[config.mk]
export PLATFORM = sky130hd
export DESIGN_NAME = conv_frame_sequencer
export DESIGN_NICKNAME = d
export VERILOG_FILES = /design/src/rtl/conv_pkg.sv /design/src/rtl/conv_enc_core.sv /design/src/rtl/conv_frame_sequencer.sv
export SDC_FILE = /design/constraint.sdc
export NUM_CORES = 1
export LEC_CHECK = 0
export BUFFER_PORTS_ARGS = -buffer_cell sky130_fd_sc_hd__buf_4
export CORE_ASPECT_RATIO = 1.1
export CORE_MARGIN = 2
export CORE_UTILIZATION = 54
export CTS_CLUSTER_DIAMETER = 40
export DETAILED_ROUTE_END_ITERATION = 6
export PLACE_DENSITY = 0.76
export SLEW_MARGIN = 0
export SYNTH_ARGS = -nofsm -noshare
export SYNTH_HDL_FRONTEND = slang
export SYNTH_SLANG_ARGS = --single-unit
[constraint.sdc]
create_clock -name i_clk -period 6.3 [get_ports i_clk]
set_input_delay 1.26 -clock i_clk [delete_from_list [all_inputs] [get_ports i_clk]]
set_output_delay 1.26 -clock i_clk [all_outputs]
set_load 0.01 [all_outputs]
[src/rtl/conv_pkg.sv]
// Shared constants and types for the K=7 rate-1/2 convolutional encoder frame path.
package conv_pkg;

    localparam int unsigned K          = 7;
    localparam int unsigned TAIL_LEN   = K - 1;
    localparam int unsigned TAIL_CNT_W = $clog2(TAIL_LEN + 1);

    // Generator polynomials; MSB taps the current input bit.
    localparam logic [K-1:0] G1_POLY = 7'o171;
    localparam logic [K-1:0] G0_POLY = 7'o133;

    // Rate-2/3 keep masks: [1:0] for even steps, [3:2] for odd steps (G0 dropped).
    localparam logic [3:0] PUNCT_PAT = 4'b10_11;

    typedef enum logic [1:0] {
        IDLE    = 2'd0,
        PAYLOAD = 2'd1,
        TAIL    = 2'd2,
        DONE    = 2'd3
    } seq_state_t;

endpackage

[src/rtl/conv_enc_core.sv]
// K=7 convolutional encoder core: K-1 bit shift register plus combinational G1/G0 pair.
module conv_enc_core
    import conv_pkg::*;
(
    input  logic       i_clk,
    input  logic       i_rst,
    input  logic       i_clr,
    input  logic       i_step,
    input  logic       i_bit,
    output logic [1:0] o_pair_c
);

    logic [TAIL_LEN-1:0] r_sr;
    logic [K-1:0]        w_win;

    // Shift register: newest bit enters at the MSB; clear has priority over a step.
    always_ff @(posedge i_clk or posedge i_rst) begin
        if (i_rst) begin
            r_sr <= '0;
        end else if (i_clr) begin
            r_sr <= '0;
        end else if (i_step) begin
            r_sr <= {i_bit, r_sr[TAIL_LEN-1:1]};
        end
    end

    assign w_win    = {i_bit, r_sr};
    assign o_pair_c = {^(w_win & G1_POLY), ^(w_win & G0_POLY)};

endmodule

[src/rtl/conv_frame_sequencer.sv]
// Frame sequencer for the K=7 convolutional encoder: payload steps, zero tail flush,
// registered symbol output with valid/ready backpressure and frame delimiting.
// Optional build macro: CONV_PUNCTURE_EN (rate-2/3 keep mask on out_mask).
module conv_frame_sequencer
    import conv_pkg::*;
#(
    parameter int unsigned LEN_W = 12
) (
    input  logic             i_clk,
    input  logic             i_rst,
    input  logic             i_start,
    input  logic [LEN_W-1:0] i_frame_len,
    output logic             o_busy,
    input  logic             i_in_valid,
    input  logic             i_in_bit,
    output logic             o_in_ready,
    output logic             o_out_valid,
    input  logic             i_out_ready,
    output logic [1:0]       o_x_encoded,
    output logic [1:0]       o_out_mask,
    output logic             o_out_last,
    output logic             o_done
);

    seq_state_t            r_state, w_state_nxt;
    logic [LEN_W-1:0]      r_bits_left, w_bits_left_nxt;
    logic [TAIL_CNT_W-1:0] r_tail_left, w_tail_left_nxt;
    logic                  r_busy, r_done;
    logic                  r_out_valid, r_out_last;
    logic [1:0]            r_x_encoded, r_out_mask;
    logic                  w_step_en, w_step, w_clr, w_in_ready, w_enc_bit, w_last;
    logic [1:0]            w_pair, w_mask;

    conv_enc_core u_enc (
        .i_clk    (i_clk),
        .i_rst    (i_rst),
        .i_clr    (w_clr),
        .i_step   (w_step),
        .i_bit    (w_enc_bit),
        .o_pair_c (w_pair)
    );

    // Next-state, counter updates and step generation.
    always_comb begin
        w_state_nxt     = r_state;
        w_bits_left_nxt = r_bits_left;
        w_tail_left_nxt = r_tail_left;
        w_step_en       = !r_out_valid || i_out_ready;
        w_step          = 1'b0;
        w_clr           = 1'b0;
        w_in_ready      = 1'b0;
        w_enc_bit       = 1'b0;
        w_last          = 1'b0;
        case (r_state)
            IDLE: begin
                if (i_start) begin
                    w_clr           = 1'b1;
                    w_bits_left_nxt = i_frame_len;
                    w_tail_left_nxt = TAIL_CNT_W'(TAIL_LEN);
                    w_state_nxt     = (i_frame_len != '0) ? PAYLOAD : TAIL;
                end
            end
            PAYLOAD: begin
                w_in_ready = w_step_en;
                w_enc_bit  = i_in_bit;
                if (i_in_valid && w_step_en) begin
                    w_step          = 1'b1;
                    w_bits_left_nxt = r_bits_left - LEN_W'(1);
                    if (r_bits_left == LEN_W'(1)) begin
                        w_state_nxt = TAIL;
                    end
                end
            end
            TAIL: begin
                // Step the zero tail; once exhausted, wait for the last symbol to drain.
                if (r_tail_left != '0) begin
                    if (w_step_en) begin
                        w_step          = 1'b1;
                        w_tail_left_nxt = r_tail_left - TAIL_CNT_W'(1);
                        w_last          = (r_tail_left == TAIL_CNT_W'(1));
                    end
                end else if (r_out_valid && r_out_last && i_out_ready) begin
                    w_state_nxt = DONE;
                end
            end
            DONE: begin
                w_state_nxt = IDLE;
            end
            default: begin
                w_state_nxt = IDLE;
            end
        endcase
    end

    // State, counters and registered status flags.
    always_ff @(posedge i_clk or posedge i_rst) begin
        if (i_rst) begin
            r_state     <= IDLE;
            r_bits_left <= '0;
            r_tail_left <= '0;
            r_busy      <= 1'b0;
            r_done      <= 1'b0;
        end else begin
            r_state     <= w_state_nxt;
            r_bits_left <= w_bits_left_nxt;
            r_tail_left <= w_tail_left_nxt;
            r_busy      <= (w_state_nxt != IDLE);
            r_done      <= (w_state_nxt == DONE);
        end
    end

`ifdef CONV_PUNCTURE_EN
    logic r_parity;

    // Step parity selects the keep mask; restarts at every frame.
    always_ff @(posedge i_clk or posedge i_rst) begin
        if (i_rst) begin
            r_parity <= 1'b0;
        end else if (w_clr) begin
            r_parity <= 1'b0;
        end else if (w_step) begin
            r_parity <= ~r_parity;
        end
    end

    assign w_mask = r_parity ? PUNCT_PAT[3:2] : PUNCT_PAT[1:0];
`else
    assign w_mask = 2'b11;
`endif

    // Output symbol register: loads on a step, drops valid once accepted.
    always_ff @(posedge i_clk or posedge i_rst) begin
        if (i_rst) begin
            r_out_valid <= 1'b0;
            r_out_last  <= 1'b0;
            r_x_encoded <= 2'b00;
            r_out_mask  <= 2'b00;
        end else if (w_step) begin
            r_out_valid <= 1'b1;
            r_out_last  <= w_last;
            r_x_encoded <= w_pair;
            r_out_mask  <= w_mask;
        end else if (i_out_ready) begin
            r_out_valid <= 1'b0;
            r_out_last  <= 1'b0;
        end
    end

    assign o_busy      = r_busy;
    assign o_done      = r_done;
    assign o_in_ready  = w_in_ready;
    assign o_out_valid = r_out_valid;
    assign o_out_last  = r_out_last;
    assign o_x_encoded = r_x_encoded;
    assign o_out_mask  = r_out_mask;

endmodule
==> results of run 1 <==
## final timing paths
kind | to | slack, ns | depth (start not counted)
setup / recovery | o_in_ready | 3.12 | 4
hold / removal | o_x_encoded[0]$_DFFE_PP0P_ | 0.50 | 2
setup reg to reg | r_bits_left[10]$_DFFE_PP0P_ | 4.06 | 7
hold reg to reg | o_x_encoded[0]$_DFFE_PP0P_ | 0.50 | 2
max in group asynchronous | r_tail_left[1]$_DFFE_PP0P_ | 4.40 | 2
min in group asynchronous | u_enc.r_sr[3]$_DFFE_PP0P_ | 1.21 | 2
## where the power goes
part	leakage (nW)	switching (mW)	internal [mW]	total, mW
registers	0.363	0.0688	0.260	0.329
clock network	0.0343	0.0671	0.0536	0.121
logic	0.508	0.272	0.204	0.476
total	0.905	0.407	0.518	0.925
## state kept, by name (all words and copies together), names as in the netlist
signal / cells
r_state: 2
u_enc.r_sr: 6
o_busy: 1
o_out_mask: 1
r_bits_left: 12
o_out_last: 1
r_tail_left: 3
o_done: 1
o_out_valid: 1
o_x_encoded: 2
## per-stage QoR
step	area, sq um	std cells
after floorplan	1847	204
after global placement	2027	257
after detailed placement	2027	257
after CTS	2091	265
after global routing	2091	265
final	2091	265
## layer usage
metal	vias to the layer above	GRT usage [%]	routed length (microns)
met5	-	0	0
met4	0	9.444	74
met3	8	5.118	185
met2	42	42.12	2026
met1	755	27.25	1581
li1	776	-	-
## layout by cell type (no fill, tap or decap), drive strengths merged, types with 4 or more instances in the layout
| cell | count |
|---|---|
| ha | 8 |
| nand3 | 8 |
| a21oi | 16 |
| nand2 | 25 |
| a2bb2oi | 7 |
| xnor2 | 6 |
| nor2 | 13 |
| buf | 27 |
| nor3 | 4 |
| dfrtp | 30 |
| clkbuf | 6 |
| nand2b | 5 |
| inv | 15 |
| o21ai | 13 |
## cell families after synthesis
family | after synthesis | share of synthesized area (%)
buf+inv | 25 | 6.707
simple gates | 76 | 22.43
flops | 30 | 40.65
compound gates | 57 | 20.87
mux | 2 | 1.084
fa+ha+maj | 8 | 5.420
xor+xnor | 6 | 2.846
## worst max-delay path: stages
cell      delay (ns)
buf_4           0.11
nand2b_1        0.21
and2_1          0.20
buf_4           0.14
## synthesized netlist by cell type (all sizes together) (5+ instances only)
cell     number  share of area [%]
a21oi        16                4.5
a2bb2oi       7                3.3
clkbuf        6                1.8
dfrtp        30                 41
ha            8                5.4
inv          15                3.0
nand2        25                5.1
nand2b        5                2.1
nand3         8                2.2
nor2         13                2.6
o21ai        13                4.1
xnor2         6                2.8
## final cells by class
| type | count | area share, % |
|---|---|---|
| repair buffers | 27 | 9.695 |
| clock inverters | 2 | 0.5984 |
| well taps | 36 | 2.154 |
| clock buffers | 6 | 2.454 |
| flip-flops and latches | 30 | 35.91 |
| multi-input cells | 149 | 46.50 |
| inverters | 15 | 2.693 |
==> run summary, run 1 <==
Critical path origin -> i_out_ready
Largest net degree at the start of global routing -> 41
Hold-fix buffers, CTS -> 0
Mean Syn Cell Area -> 9.053 sq um
Distinct cells, synth -> 53
Port Buf Inserts -> 26
TNS Setup -> 0 ns
DIE WIDTH -> 59.76 microns
CP arrival -> 1.92 ns
Max FO, Critical Path -> 6
Pwr dens -> 442.4 mW/mm^2
EDFF count, synth -> 0
Iteration-0 DRC count of the detailed router -> 73
Syn. warnings -> 0
Most common flop cell mapped by yosys -> dfrtp_1
Pre-CTS WS -> 3.122 ns
Core area -> 0.003303 sq mm
CTS Buffer Depth -> 2
Worst setup margin -> 3.116 ns
Crit end category -> primary output
Vias/cell -> 5.966
Hold slack -> 0.4953 ns
Initial Util -> 55.91%
Vias in the first global route -> 1590
Area occupied by multi-input gates -> 972.2 sq um
Syn_nets -> 230
First-pass GRT wire length -> 7058 microns
Layout cell share with drive strength beyond 1 -> 19.65%
Root Buffer -> clkbuf_4
DRT antenna net count -> 0
WL/cell -> 14.60 microns
# fillers -> 297
Post-layout nets -> 254
Area Overhead vs Synth -> 13.21%
VDD IR max -> 0.0002018 V
Postcts setup bufs -> 0
Post-layout util -> 63.30%
Clock latency on the worst-skew pair -> 0.33 ns
Pins Over Slew Limit -> 0
Die area -> 0.003904 sq mm
DRT Pass-1 Iters -> 4
Total power -> 0.9250 mW
Min-delay src -> o_x_encoded[0]$_DFFE_PP0P_
Synthesized flop and latch total -> 30
GRT Util Overall -> 23.82%
Final Hold Fails -> 0
Total CTS buffers -> 5
CP Data Required Time -> 5.04 ns
Status -> completed
Num rows -> 22
Max-cap violations -> 0
Total Wirelength -> 3868 microns
HP Class -> reg -> reg
Crit start category -> primary input
Slew @ Worst Pin -> 1.130 ns
RR Startpoint -> r_bits_left[0]$_DFFE_PP0P_
Initial antenna violation count -> 0
Boundary Pins -> 27
RSZ-0062 raised after global routing -> false
Fmax -> 314.1 MHz
Clock skew -> 0.01012 ns
Ys async rst share -> 100.0%
Die height -> 65.34 microns
DR vias -> 1581
Relative slew margins -> 24.60%
Num Clock Sinks -> 30
RePlAce Congestion -> 0.9226
Grt ovf -> 0
Final setup viols -> 0
CTS tree -> done
Post-Syn Instances -> 204
Crit Path Category -> in -> out
Period utilisation layout -> 50.54%
Clk pin slew, worst setup/hold paths -> 0.10 ns
Sequential area share after synthesis -> 40.65%
H-tree depth -> 2
# resized after CTS -> 0
Fin crit period -> 3.184 ns
Hpwl dp -> 2921 microns
Synthesized cell area -> 0.001847 sq mm
DRC -> 0
Register Area -> 750.7 sq um
# diodes -> 0
P_leak -> 0.9052 nW
(Power assumes the default switching activity.)
==> run 2: changes to the inputs <==
clock period = 3.3 ns   (was 6.3 ns; I/O delays follow)
==> run 2 against run 1 <==
Net effect: clock power up 98%; global-route usage down 0.17 points; total power is 93% higher; highest routed layer unchanged; first-iteration DRC count rose by 32%; die area stayed put; setup slack worse by 2.1 ns.
==> run summary, run 2 (synthesis gave the netlist of run 1 again) <==
Vias/cell -> 5.996
# diodes -> 0
HP Class -> in -> async
Max FO, Critical Path -> 36
TNS Setup -> 0 ns
Crit end category -> register
WP buf/inv -> 3
Hpwl dp -> 2916 microns
CP Depth -> 7
Initial antenna violation count -> 0
Die height -> 65.34 microns
Setup slack, reg-to-reg -> 1.0 ns
Crit Path Category -> reg -> reg
CTS Buffer Depth -> 2
Non-filler cells, final -> 266
Crit-path cells -> inv_1 -> ha_1 -> buf_4 -> and2b_2 -> o21ai_4 -> inv_2 -> a2bb2oi_1
Post-layout nets -> 255
Clock skew -> 0.01615 ns
Relative slew margins -> 52.45%
VDD IR max -> 0.0003893 V
CTS tree -> done
Clock latency on the worst-skew pair -> 0.35 ns
RR Startpoint -> r_state[1]$_DFF_PP0_
DRT antenna net count -> 0
Port Buf Inserts -> 26
Clk pin slew, worst setup/hold paths -> 0.11 ns
P_leak -> 0.9100 nW
Largest net degree at the start of global routing -> 37
CP arrival -> 2.58 ns
DIE WIDTH -> 59.76 microns
First-pass GRT wire length -> 7003 microns
Hold slack -> 0.3703 ns
Pwr dens -> 850.7 mW/mm^2
Max-cap violations -> 0
Final Hold Fails -> 0
Layout cell share with drive strength beyond 1 -> 20.00%
Area occupied by multi-input gates -> 972.2 sq um
WL/cell -> 14.80 microns
Fmax -> 433.9 MHz
Most frequent cells in the layout -> 30 x dfrtp_1, 28 x buf_4, 25 x nand2_1
Vias in the first global route -> 1571
Top Registers -> r_bits_left (12), u_enc.r_sr (6), r_tail_left (3)
Pins Over Slew Limit -> 0
Hold-fix buffers, CTS -> 0
Initial Util -> 55.91%
Slowest-stage cell, CP -> o21ai_4
DR vias -> 1595
Largest register FFs -> 12
Num Clock Sinks -> 30
Largest delay share family, worst path -> buffers and inverters
Total Wirelength -> 3936 microns
Final setup viols -> 0
Fin crit period -> 2.305 ns
Status -> completed
Total CTS buffers -> 5
Area Overhead vs Synth -> 13.62%
RePlAce Congestion -> 0.8875
Reg2reg end -> r_bits_left[10]$_DFFE_PP0P_
Core area -> 0.003303 sq mm
RSZ-0062 raised after global routing -> false
Root Buffer -> clkbuf_4
Iteration-0 DRC count of the detailed router -> 96
Slew @ Worst Pin -> 0.7085 ns
H-tree depth -> 2
Period utilisation layout -> 69.84%
# fillers -> 288
# resized after CTS -> 0
Crit path largest cell delay -> 0.43 ns
Total placed instance area -> 0.002034 sq mm
GRT Util Overall -> 23.65%
DRT Pass-1 Iters -> 4
Crit start category -> register
Cell count after placement -> 258
Top reg by flops -> r_bits_left
DRC -> 0
Grt ovf -> 0
CP Data Required Time -> 3.57 ns
Die area -> 0.003904 sq mm
Commonest non-fill, non-tap cell in the layout -> dfrtp_1
Postcts setup bufs -> 0
Reg2Reg Depth -> 7
Final instance area -> 0.002098 sq mm
Boundary Pins -> 27
Register Area -> 750.7 sq um
Num rows -> 22
## run 2: cell types whose count changed in the layout (fill, tap and decap cells not counted), sizes merged
cell,delta
buf,+1
## run 2: worst max path at each step
stage | slack [ns] | start | endpoint
4_1_cts | 1.03 | r_state[1]$_DFF_PP0_ | r_bits_left[10]$_DFFE_PP0P_
3_3_place_gp | 1.12 | i_out_ready | u_enc.r_sr[2]$_DFFE_PP0P_
3_5_place_dp | 1.0 | i_out_ready | u_enc.r_sr[1]$_DFFE_PP0P_
2_1_floorplan | 1.24 | r_bits_left[0]$_DFFE_PP0P_ | r_bits_left[10]$_DFFE_PP0P_
6_report | 1.0 | r_state[1]$_DFF_PP0_ | r_bits_left[10]$_DFFE_PP0P_
5_1_grt | 0.80 | r_state[1]$_DFF_PP0_ | r_bits_left[10]$_DFFE_PP0P_
## run 2: per-stage QoR
stage	total power, mW	setup WS [ns]	util (%)
floorplan	1.359	1.240	-
global placement	1.489	1.123	61.59
detailed placement	1.546	0.9994	61.59
CTS	1.784	1.029	63.52
global route	1.944	0.8008	63.52
finish	1.785	0.9951	63.52
## run 2: cell type report
type                            instances  area share (%)
Timing Repair Buffer                   28           10.02
Clock buffer                            6           2.445
Tap cell                               36           2.147
Multi-Input combinational cell        149           46.33
Clock inverter                          2          0.5963
Inverter                               15           2.683
Sequential cell                        30           35.78
## run 2: metal layers
layer	GRT usage, %	part of all wire (%)
met1	28.48	43
met5	0	0
met3	6.102	5.8
met4	11.39	2.1
met2	38.59	49
## run 2: worst min-delay path: stages
cell,delay (ns)
buf_4,0.11
inv_1,0.04
buf_4,0.34
## run 2: where the power goes
part	leakage (nW)	internal (mW)	switching, mW	total, mW
sequential	0.363	0.496	0.129	0.625
clock	0.0343	0.102	0.137	0.239
combinational	0.513	0.394	0.526	0.920
total	0.910	0.993	0.792	1.78
==> run 3: changes to the inputs <==
clock period = 2.4 ns   (was 3.3 ns; I/O delays follow)
==> run 3 against run 2 <==
Net effect: hold slack lost 0.16 ns; routed wire length shrank 0.38%; final cell count grew 0.38%; fmax grew 6.3%; cell area is essentially flat; sequential power grew 37%; combinational power grew 40%; via count shrank 2.3%; total power grew 36%; clock-buffer cell count shrank 1; sequential cell count is the same; critical path type unchanged.
==> run summary, run 3 (synthesis gave the netlist of run 1 again) <==
Fin crit period -> 2.169 ns
Clock skew -> 0.02089 ns
Crit Path Category -> reg -> reg
Relative slew margins -> 64.99%
Setup slack, reg-to-reg -> 0.23 ns
Total placed instance area -> 0.002049 sq mm
P_leak -> 0.9160 nW
Largest net degree at the start of global routing -> 31
Largest register FFs -> 12
Pwr dens -> 1156 mW/mm^2
HP Class -> in -> async
Pins Over Slew Limit -> 0
H-tree depth -> 2
Period utilisation layout -> 90.36%
Root Buffer -> clkbuf_4
Fmax -> 461.1 MHz
Total power -> 2.424 mW
Register Area -> 750.7 sq um
Vias in the first global route -> 1551
Slew @ Worst Pin -> 0.5232 ns
DR vias -> 1558
Boundary Pins -> 27
Most frequent cells in the layout -> 30 x buf_4, 30 x dfrtp_1, 25 x nand2_1
First-pass GRT wire length -> 7051 microns
Core area -> 0.003303 sq mm
Vias/cell -> 5.835
CTS Buffer Depth -> 2
Die area -> 0.003904 sq mm
Critical path origin -> r_bits_left[1]$_DFFE_PP0P_
Area Overhead vs Synth -> 13.55%
Reg2Reg Depth -> 7
Max-cap violations -> 0
VDD IR max -> 0.0005962 V
DIE WIDTH -> 59.76 microns
Area occupied by multi-input gates -> 972.2 sq um
Top Registers -> r_bits_left (12), u_enc.r_sr (6), r_tail_left (3)
TNS Setup -> 0 ns
Status -> completed
GRT Util Overall -> 24.12%
Initial Util -> 55.91%
DRC -> 0
Num rows -> 22
Final Hold Fails -> 0
RR Startpoint -> r_bits_left[1]$_DFFE_PP0P_
Hpwl dp -> 3012 microns
Hold slack -> 0.2089 ns
Total CTS buffers -> 5
Final instance area -> 0.002097 sq mm
# diodes -> 0
Final setup viols -> 0
Postcts setup bufs -> 0
Initial antenna violation count -> 0
Iteration-0 DRC count of the detailed router -> 62
Post-layout nets -> 257
Layout cell share with drive strength beyond 1 -> 20.35%
# fillers -> 291
WL/cell -> 14.69 microns
Clock latency on the worst-skew pair -> 0.33 ns
Num Clock Sinks -> 30
Total Wirelength -> 3921 microns
RSZ-0062 raised after global routing -> false
Post-layout util -> 63.48%
Reg2reg end -> r_bits_left[10]$_DFFE_PP0P_
RePlAce Congestion -> 0.8595
CP Data Required Time -> 2.67 ns
DRT antenna net count -> 0
Port Buf Inserts -> 26
Hold-fix buffers, CTS -> 0
Clk pin slew, worst setup/hold paths -> 0.10 ns
# resized after CTS -> 0
Grt ovf -> 0
Crit end category -> register
Crit start category -> register
Top reg by flops -> r_bits_left
CP arrival -> 2.44 ns
Crit path to -> r_bits_left[10]$_DFFE_PP0P_
Die height -> 65.34 microns
DRT Pass-1 Iters -> 4
Max FO, Critical Path -> 5
CTS tree -> done
[run 3: changes by cell type in the layout (fill, tap and decap cells not counted), sizes merged]
cell,delta
buf,+2
clkbuf,-1
clkinv,+1
clkinvlp,-1
[run 3: routing by layer]
layer	vias to the layer above	share of wire [%]	global-route usage [%]
li1	771	-	-
met1	736	42	29.61
met2	43	50	40.08
met3	8	5.2	5.512
met4	0	2.5	10.00
met5	-	0	0
[run 3: how the worst min path moves through the flow]
stage	end	cells past startpoint	slack, ns	startpoint
after floorplan	u_enc.r_sr[1]$_DFFE_PP0P_	2	0.50	u_enc.r_sr[2]$_DFFE_PP0P_
after global placement	o_x_encoded[0]$_DFFE_PP0P_	2	0.47	o_x_encoded[0]$_DFFE_PP0P_
after detailed placement	o_x_encoded[1]$_DFFE_PP0P_	2	0.48	o_x_encoded[1]$_DFFE_PP0P_
after CTS	u_enc.r_sr[2]$_DFFE_PP0P_	3	0.22	i_rst
after global routing	u_enc.r_sr[2]$_DFFE_PP0P_	3	0.24	i_rst
final	u_enc.r_sr[2]$_DFFE_PP0P_	3	0.21	i_rst
[run 3: layout make-up]
cell class / count / share of cell area, %
Clock buffer: 5 / 1.790
Tap cell: 36 / 2.148
Multi-Input combinational cell: 149 / 46.36
Timing Repair Buffer: 30 / 10.74
Inverter: 15 / 2.685
Clock inverter: 2 / 0.4773
Sequential cell: 30 / 35.80
[run 3: power breakdown]
part	switching (mW)	leakage (nW)	internal [mW]	total (mW)
registers	0.175	0.363	0.683	0.857
clock network	0.174	0.0308	0.105	0.279
logic	0.726	0.522	0.563	1.29
total	1.07	0.916	1.35	2.42
[run 3: critical path: stages (launching register included)]
cell       delay [ns]
dfrtp_1          0.43
inv_1            0.12
ha_1             0.24
nand2b_4         0.07
or4_4            0.45
or4b_4           0.51
a21oi_2          0.15
a2bb2oi_1        0.16
[run 3: metrics by stage]
step                std cells  worst slack (ns)
floorplan                 204            0.3399
global route              267           0.06787
CTS                       267            0.2185
finish                    267            0.2314
global placement          260            0.2853
detailed placement        260            0.2277
